==> src/rtl/regfile_wb_arbiter.sv <==
// Register-file write-port arbiter: WB stage vs. MDU writeback, with starvation force and pending-write scoreboard.
// Optional sticky scoreboard error flag (sb_err) enabled by defining REGFILE_WB_ARB_ERRCHK_EN.
//
// state  | meaning
// IDLE   | no MDU result waiting beyond the current cycle
// WAIT   | MDU result held and denied; cnt counts denied cycles
// FORCE  | pipeline frozen this cycle; MDU owns the write port
module regfile_wb_arbiter #(
    parameter int MAX_WAIT = 8,
    parameter int CNT_W    = 8
) (
    input  logic        CLK,
    input  logic        RESET,
    input  logic        wb_we,
    input  logic [4:0]  wb_addr,
    input  logic [31:0] wb_data,
    input  logic        mdu_valid,
    input  logic [4:0]  mdu_addr,
    input  logic [31:0] mdu_data,
    output logic        mdu_ready,
    input  logic        issue_valid,
    input  logic [4:0]  issue_dst,
    input  logic [4:0]  rs_addr,
    input  logic [4:0]  rt_addr,
    output logic        rs_busy,
    output logic        rt_busy,
    output logic        pipe_stall,
    output logic [4:0]  rf_a3,
    output logic [31:0] rf_wd3,
`ifdef REGFILE_WB_ARB_ERRCHK_EN
    output logic        sb_err,
`endif
    output logic        rf_we3
);

    typedef enum logic [1:0] {
        ST_IDLE  = 2'd0,
        ST_WAIT  = 2'd1,
        ST_FORCE = 2'd2
    } state_t;

    state_t             state_q, state_d;
    logic [CNT_W-1:0]   cnt_q, cnt_d;
    logic [31:0]        pending_q, pending_d;

    logic wb_write;
    logic force_grant;
    logic mdu_hs;

    assign wb_write    = wb_we && (wb_addr != 5'd0);
    assign force_grant = (state_q == ST_FORCE);
    assign pipe_stall  = force_grant;
    assign mdu_hs      = mdu_valid && mdu_ready;

    // Write-port mux: WB has priority except in the forced cycle.
    always_comb begin
        mdu_ready = 1'b0;
        rf_we3    = 1'b0;
        rf_a3     = 5'd0;
        rf_wd3    = 32'd0;
        if (!RESET) begin
            if (!force_grant && wb_write) begin
                rf_we3 = 1'b1;
                rf_a3  = wb_addr;
                rf_wd3 = wb_data;
            end else if (mdu_valid) begin
                mdu_ready = 1'b1;
                if (mdu_addr != 5'd0) begin
                    rf_we3 = 1'b1;
                    rf_a3  = mdu_addr;
                    rf_wd3 = mdu_data;
                end
            end
        end
    end

    always_comb begin
        state_d = state_q;
        cnt_d   = cnt_q;
        case (state_q)
            ST_IDLE: begin
                if (mdu_valid && !mdu_ready) begin
                    state_d = ST_WAIT;
                    cnt_d   = CNT_W'(1);
                end
            end
            ST_WAIT: begin
                if (!mdu_valid || mdu_ready) begin
                    state_d = ST_IDLE;
                    cnt_d   = '0;
                end else if (cnt_q == CNT_W'(MAX_WAIT)) begin
                    state_d = ST_FORCE;
                end else begin
                    cnt_d = cnt_q + CNT_W'(1);
                end
            end
            ST_FORCE: begin
                state_d = ST_IDLE;
                cnt_d   = '0;
            end
            default: begin
                state_d = ST_IDLE;
                cnt_d   = '0;
            end
        endcase
    end

    // Set after clear so a same-cycle reissue to the retiring register stays pending.
    always_comb begin
        pending_d = pending_q;
        if (mdu_hs) begin
            pending_d[mdu_addr] = 1'b0;
        end
        if (issue_valid && (issue_dst != 5'd0)) begin
            pending_d[issue_dst] = 1'b1;
        end
    end

    always_ff @(posedge CLK) begin
        if (RESET) begin
            state_q   <= ST_IDLE;
            cnt_q     <= '0;
            pending_q <= 32'd0;
        end else begin
            state_q   <= state_d;
            cnt_q     <= cnt_d;
            pending_q <= pending_d;
        end
    end

    assign rs_busy = (rs_addr != 5'd0) && pending_q[rs_addr];
    assign rt_busy = (rt_addr != 5'd0) && pending_q[rt_addr];

`ifdef REGFILE_WB_ARB_ERRCHK_EN
    logic       sb_err_q, sb_err_d;
    logic       held_q;
    logic [4:0] held_addr_q;

    always_comb begin
        sb_err_d = sb_err_q;
        if (issue_valid && (issue_dst != 5'd0) && pending_q[issue_dst]) begin
            sb_err_d = 1'b1;
        end
        if (mdu_hs && (mdu_addr != 5'd0) && !pending_q[mdu_addr]) begin
            sb_err_d = 1'b1;
        end
        if (held_q && mdu_valid && (mdu_addr != held_addr_q)) begin
            sb_err_d = 1'b1;
        end
    end

    always_ff @(posedge CLK) begin
        if (RESET) begin
            sb_err_q    <= 1'b0;
            held_q      <= 1'b0;
            held_addr_q <= 5'd0;
        end else begin
            sb_err_q    <= sb_err_d;
            held_q      <= mdu_valid && !mdu_ready;
            held_addr_q <= mdu_addr;
        end
    end

    assign sb_err = sb_err_q;
`endif

endmodule

==> config.mk <==
export PLATFORM = sky130hd
export DESIGN_NAME = regfile_wb_arbiter
export DESIGN_NICKNAME = d
export VERILOG_FILES = /design/src/rtl/regfile_wb_arbiter.sv
export SDC_FILE = /design/constraint.sdc
export NUM_CORES = 1
export LEC_CHECK = 0
export BUFFER_PORTS_ARGS = -buffer_cell sky130_fd_sc_hd__buf_4
export CAP_MARGIN = 20
export CORE_UTILIZATION = 48
export DETAILED_ROUTE_END_ITERATION = 8
export HOLD_SLACK_MARGIN = 0.12
export PLACE_DENSITY = 0.8
export SLEW_MARGIN = 10
export SYNTH_ARGS = -nofsm -noshare
export SYNTH_HDL_FRONTEND = slang
export SYNTH_SLANG_ARGS = --single-unit
==> constraint.sdc <==
create_clock -name CLK -period 1.9 [get_ports CLK]
set_input_delay 0.285 -clock CLK [delete_from_list [all_inputs] [get_ports CLK]]
set_output_delay 0.285 -clock CLK [all_outputs]
set_load 0.005 [all_outputs]
---- Yosys cells after proc, flatten, opt, wreduce, memory -nomap -nowiden ----
Index checks and enable logic that the tools add are counted.
cells by class
  order comparisons ....................... 6
  mux-type cells .......................... 33
  add/subtract/negate cells ............... 1
  eq/ne operators ......................... 6
  bitwise operators ....................... 3
  reduce and logical (&&, ||, !) cells .... 21
operators with widths
  cell                                                                                 count
  32-bit two-way mux                                                                   6
  32-bit bitwise AND                                                                   1
  32-bit inverter                                                                      1
  32-bit bitwise OR                                                                    1
  5-bit nonzero test                                                                   5
  5-bit by 6-bit less-than comparator with 1-bit output, second input constant         4
  8-bit two-way mux                                                                    3
  5-bit two-way mux                                                                    4
  8-bit one-hot mux with 2 select lines                                                1
  1-bit two-way mux                                                                    11
  1-bit binary-select mux with 5-bit select                                            2
  1-bit demux with 5-bit select                                                        2
  5-bit by 1-bit greater-or-equal comparator with 1-bit output, second input constant  2
  1-bit logical AND                                                                    9
  8-bit by 1-bit adder with 8-bit output, second input constant                        1
  8-bit by 4-bit == test with 1-bit output, second input constant                      1
  2-bit two-way mux                                                                    3
  3-bit inequality test, second input constant                                         2
  2-bit one-hot mux with 2 select lines                                                1
  2-bit AND reduction                                                                  2
  1-bit logical NOT                                                                    3
  2-bit by 1-bit == test with 1-bit output, second input constant                      1
  2-bit == test, second input constant                                                 1
  2-bit logical NOT                                                                    1
  2 further kinds                                                                      2
word-level totals
  register bits after elaboration ......... 42
  input port bits ......................... 94

---- Longest topological paths before layout ----
  depth in word-level cells ............... 9
  gate-level depth with buffers ........... 6

---- Least setup slack after synthesis ----
OpenSTA, ideal clock, no wires.
  path type ............................... input to output
  start point ............................. input wb_addr[3]
  end point ............................... output rf_wd3[31]
  stages .................................. 5
  buffers on the path ..................... 1
  arrival time ............................ 1.533 ns
  slack ................................... 0.082 ns
  data required time ...................... 1.615 ns
  cells stage by stage .................... or3_4 o211a_1 buf_6 or3b_1 a21oi_1
between the ends
  longest elaborated chain between the ends .. 5
RTL lines
  what                line  text
  from (decl)         15    input logic [4:0] wb_addr,
  5-bit nonzero test  50    assign wb_write = wb_we && (wb_addr != 5'd0);
  1-bit logical AND   50
  1-bit logical AND   62    if (!force_grant && wb_write) begin
  32-bit two-way mux  62
  32-bit two-way mux  61    if (!RESET) begin
  to (decl)           29    output logic [31:0] rf_wd3,
No other way between the ends.

---- Final worst setup path ----
  start point ............................. input wb_addr[3]
  end point ............................... output rf_a3[3]
between the ends
  longest elaborated chain between the ends .. 5
RTL lines
  what                   line  text
  5-bit nonzero test     50
  1-bit logical AND      50
  1-bit logical AND      62
  5-bit two-way mux (*)  62
  5-bit two-way mux (*)  61
  to (decl)              28    output logic [4:0] rf_a3,
Mark *: on every way between the ends. The rest lies on a longest branch, timed or not.

==> summary.txt <==
Timing
  • RSZ-0062 raised after global routing: yes
  • Max Fclk: around 460 MHz
  • Setup slack after layout: -0.268 ns
  • Post-layout min period: 2.17 ns
  • Final hold viol count: 0
  • Worst slew pin tran: about 0.70 ns
  • Final Setup Violations: between 40 and 50
  • Worst Skew: around 0.012 ns
  • Crit share post-route: 114%
  • Hold Slack: roughly 0.22 ns
  • Slew headroom: between 50% and 60%
  • Max-slew violations: 0

Route
  • Routed len/inst: about 27 um
  • Remaining antenna violation count: 0
  • Metal3 WL: 2.30 mm
  • First DRT Iteration DRCs: 900
  • Top sig layer: met4
  • Routed wire length: roughly 17 mm
  • DR pass1 iterations: 9
  • Avg Vias per Cell: about 7.2
  • Via count: roughly 4,700
  • WL met2: about 7.6 mm
  • WL met1: ~5.6 mm
  • Drc violations: 5

Synth
  • Synth Register Bits: 41
  • Count leader, synth: nand2_1
  • Cell variety after synth: 54
  • Post-synth EDFFs: 0
  • Net Count, Synth: a little over 500
  • Synth top area share: a little over a quarter
  • Mapped cell area: about 0.0031 mm^2
  • Leading area contributor after synthesis: dfxtp_1
  • Top post-synthesis cells by area: dfxtp_1 (26%), nand2_1 (11%), mux4_2 (10%), a21oi_1 (6.8%), mux2i_1 (3.8%)
  • Sequential cell area fraction in the yosys report: between 20% and 30%
  • Ys async rst share: 0%
  • Avg Inst Size Synth: 7.68 um^2
  • Main synth FF type: dfxtp_1
  • Synth Warn #: 0
  • List of most frequent post-synthesis cells: nand2_1 (90), a21oi_1 (43), dfxtp_1 (41)
  • Cells after Synth: 410

Final layout
  • Antenna diodes: 0
  • Share of cells above drive strength 1: 54.4%
  • Final nets: around 670
  • Fillers: between 200 and 300
  • Area delta synth->final: 71.8%

Worst setup path
  • Worst R2R Start: cnt_q[0]$_SDFFE_PP0P_
  • Critical Path Fanout Max: 7
  • CP Class: in2out
  • Worst Setup End Kind: output pin
  • Crit path from: wb_addr[3]
  • CP required: 1.62 ns
  • Startpoint types: input port
  • Worst path arrival time: roughly 1.9 ns

Die
  • Die Area: 0.00689 mm^2
  • Ports: between 100 and 150
  • Starting Density: approximately half
  • Die H: slightly above 80 um
  • Core ar.: 0.00635 mm^2
  • Row cnt: 29
  • Die Wd: between 80 and 90 um

Hold path
  • Hold wc startpoint: RESET
  • Hold crit path type: in2reg

Clocking
  • Total clock sinks: a little over 40
  • TritonCTS Buffers: 5
  • Clock Latency Late Sink: between 0.3 and 0.4 ns
  • Clock transition at path regs: ~0.080 ns
  • Worst-case clock buffer depth: 2
  • Clock Tree Root: clkbuf_8
  • H-tree depth: 2
  • CTS tree: built

Global route
  • All-Layer GR Usage: between 40% and 50%
  • Vias in the first global route: 4,432
  • First-pass GRT wire length: about 23 mm
  • Total grt overflow: 0
  • Pin count of the biggest net entering global routing: 24
  • Initial antenna violation count: 0

Job
  • Max_cap viols: 0

Power and ir drop
  • Worst vdd ir: about 0.4 mV
  • Lkg Pwr: between 2 and 2.5 nW
  • Pwr per Cell Area: 497 mW/mm^2

Placement
  • Routability cong.: between 0.9 and 1
  • Worst slack at placement: -0.0869 ns
  • I/O Buffers: between 100 and 150
  • Hpwl dp: a little over 8 mm

Status
  • Outcome: finished, violations left
  • Failing checks: design-rule violations, negative setup slack
==> power by group <==
part           internal (mW)  leakage (nW)  total, mW  switching (mW)
clock network          0.529        0.0687      0.872           0.343
logic                  0.458          1.86      0.933           0.475
registers              0.871         0.337      0.883          0.0120
==> sequential cells by signal, summed over array words and instances (netlist names) <==
register	cells
pending_q	31
cnt_q	8
state_q	2
==> path summary, 6_finish.rpt <==
check | end | slack [ns] | depth (start not counted)
setup / recovery | rf_a3[3] | -0.27 | 9
hold / removal | cnt_q[0]$_SDFFE_PP0P_ | 0.22 | 2
setup reg to reg | cnt_q[1]$_SDFFE_PP0P_ | -0.06 | 8
hold reg to reg | pending_q[23]$_SDFF_PP0_ | 0.48 | 1
==> metrics by stage <==
| stage | std cells | utilization, % | setup TNS (ns) | area, um^2 | total power [mW] |
|---|---|---|---|---|---|
| 6_report | 654 | 85.2 | -6.24 | 5410 | 2.69 |
| 5_1_grt | 654 | 85.2 | -7.78 | 5410 | 2.74 |
| 4_1_cts | 651 | 82.2 | -2.90 | 5220 | 2.54 |
| 3_5_place_dp | 625 | 69.4 | -2.15 | 4410 | 1.51 |
| 3_3_place_gp | 625 | 69.4 | -1.79 | 4410 | 1.50 |
| 2_1_floorplan | 410 | - | 0 | 3150 | 1.17 |
==> cells in the final DEF (no fill, tap or decap), types with 10 or more instances in the layout <==
master and count:
nor2_1 15, buf_6 15, dfxtp_1 29, o21ai_0 11
nand3_1 19, a31oi_1 12, buf_4 164, inv_1 10
nand2_1 63, nand2_4 20, a21oi_2 30, mux4_2 14
dfxtp_2 12
==> cells by family (layout without fill, tap and decap cells) <==
family	Yosys count	in the layout	synth area share [%]
AO/OA/AOI/OAI	115	115	25.4
multiplexers	26	26	13.8
adder cells (fa/ha/maj)	2	2	0.795
AND/OR/NAND/NOR	181	181	27.5
buffers and inverters	45	212	6.44
flip-flops	41	41	26.1
==> metal layers <==
layer	GRT usage, %	up-vias
met5	0	-
met4	28.2	0
met3	9.64	189
met2	71.4	554
met1	45.8	2129
li1	-	1856
==> layout make-up <==
type | instances | area, um^2 | share of cell area [%]
timing repair buffer | 193 | 1700 | 31.4
multi-input combinational | 324 | 2590 | 48.0
sequential | 41 | 836 | 15.5
clock inverter | 3 | 68.8 | 1.27
clock buffer | 5 | 68.8 | 1.27
inverter | 11 | 43.8 | 0.810
tap | 77 | 96.3 | 1.78
==> repair_timing <==
item | CTS | global route
setup endpoints to repair | 40 | 48
gates cloned | 7 | 2
gates resized for setup | 105 | 56
hold endpoints to repair | 0 | 0
setup buffers | 12 | 8
hold buffers | 0 | 0
pin swaps | 50 | 14
==> worst max-delay path, cell delays in order <==
cell,delay [ns]
buf_6,0.09
or3_4,0.41
o211ai_4,0.23
buf_6,0.18
buf_12,0.12
buf_12,0.12
nand3_4,0.09
a21oi_4,0.22
buf_6,0.13
No activity file was read; power rests on OpenSTA's default activity.
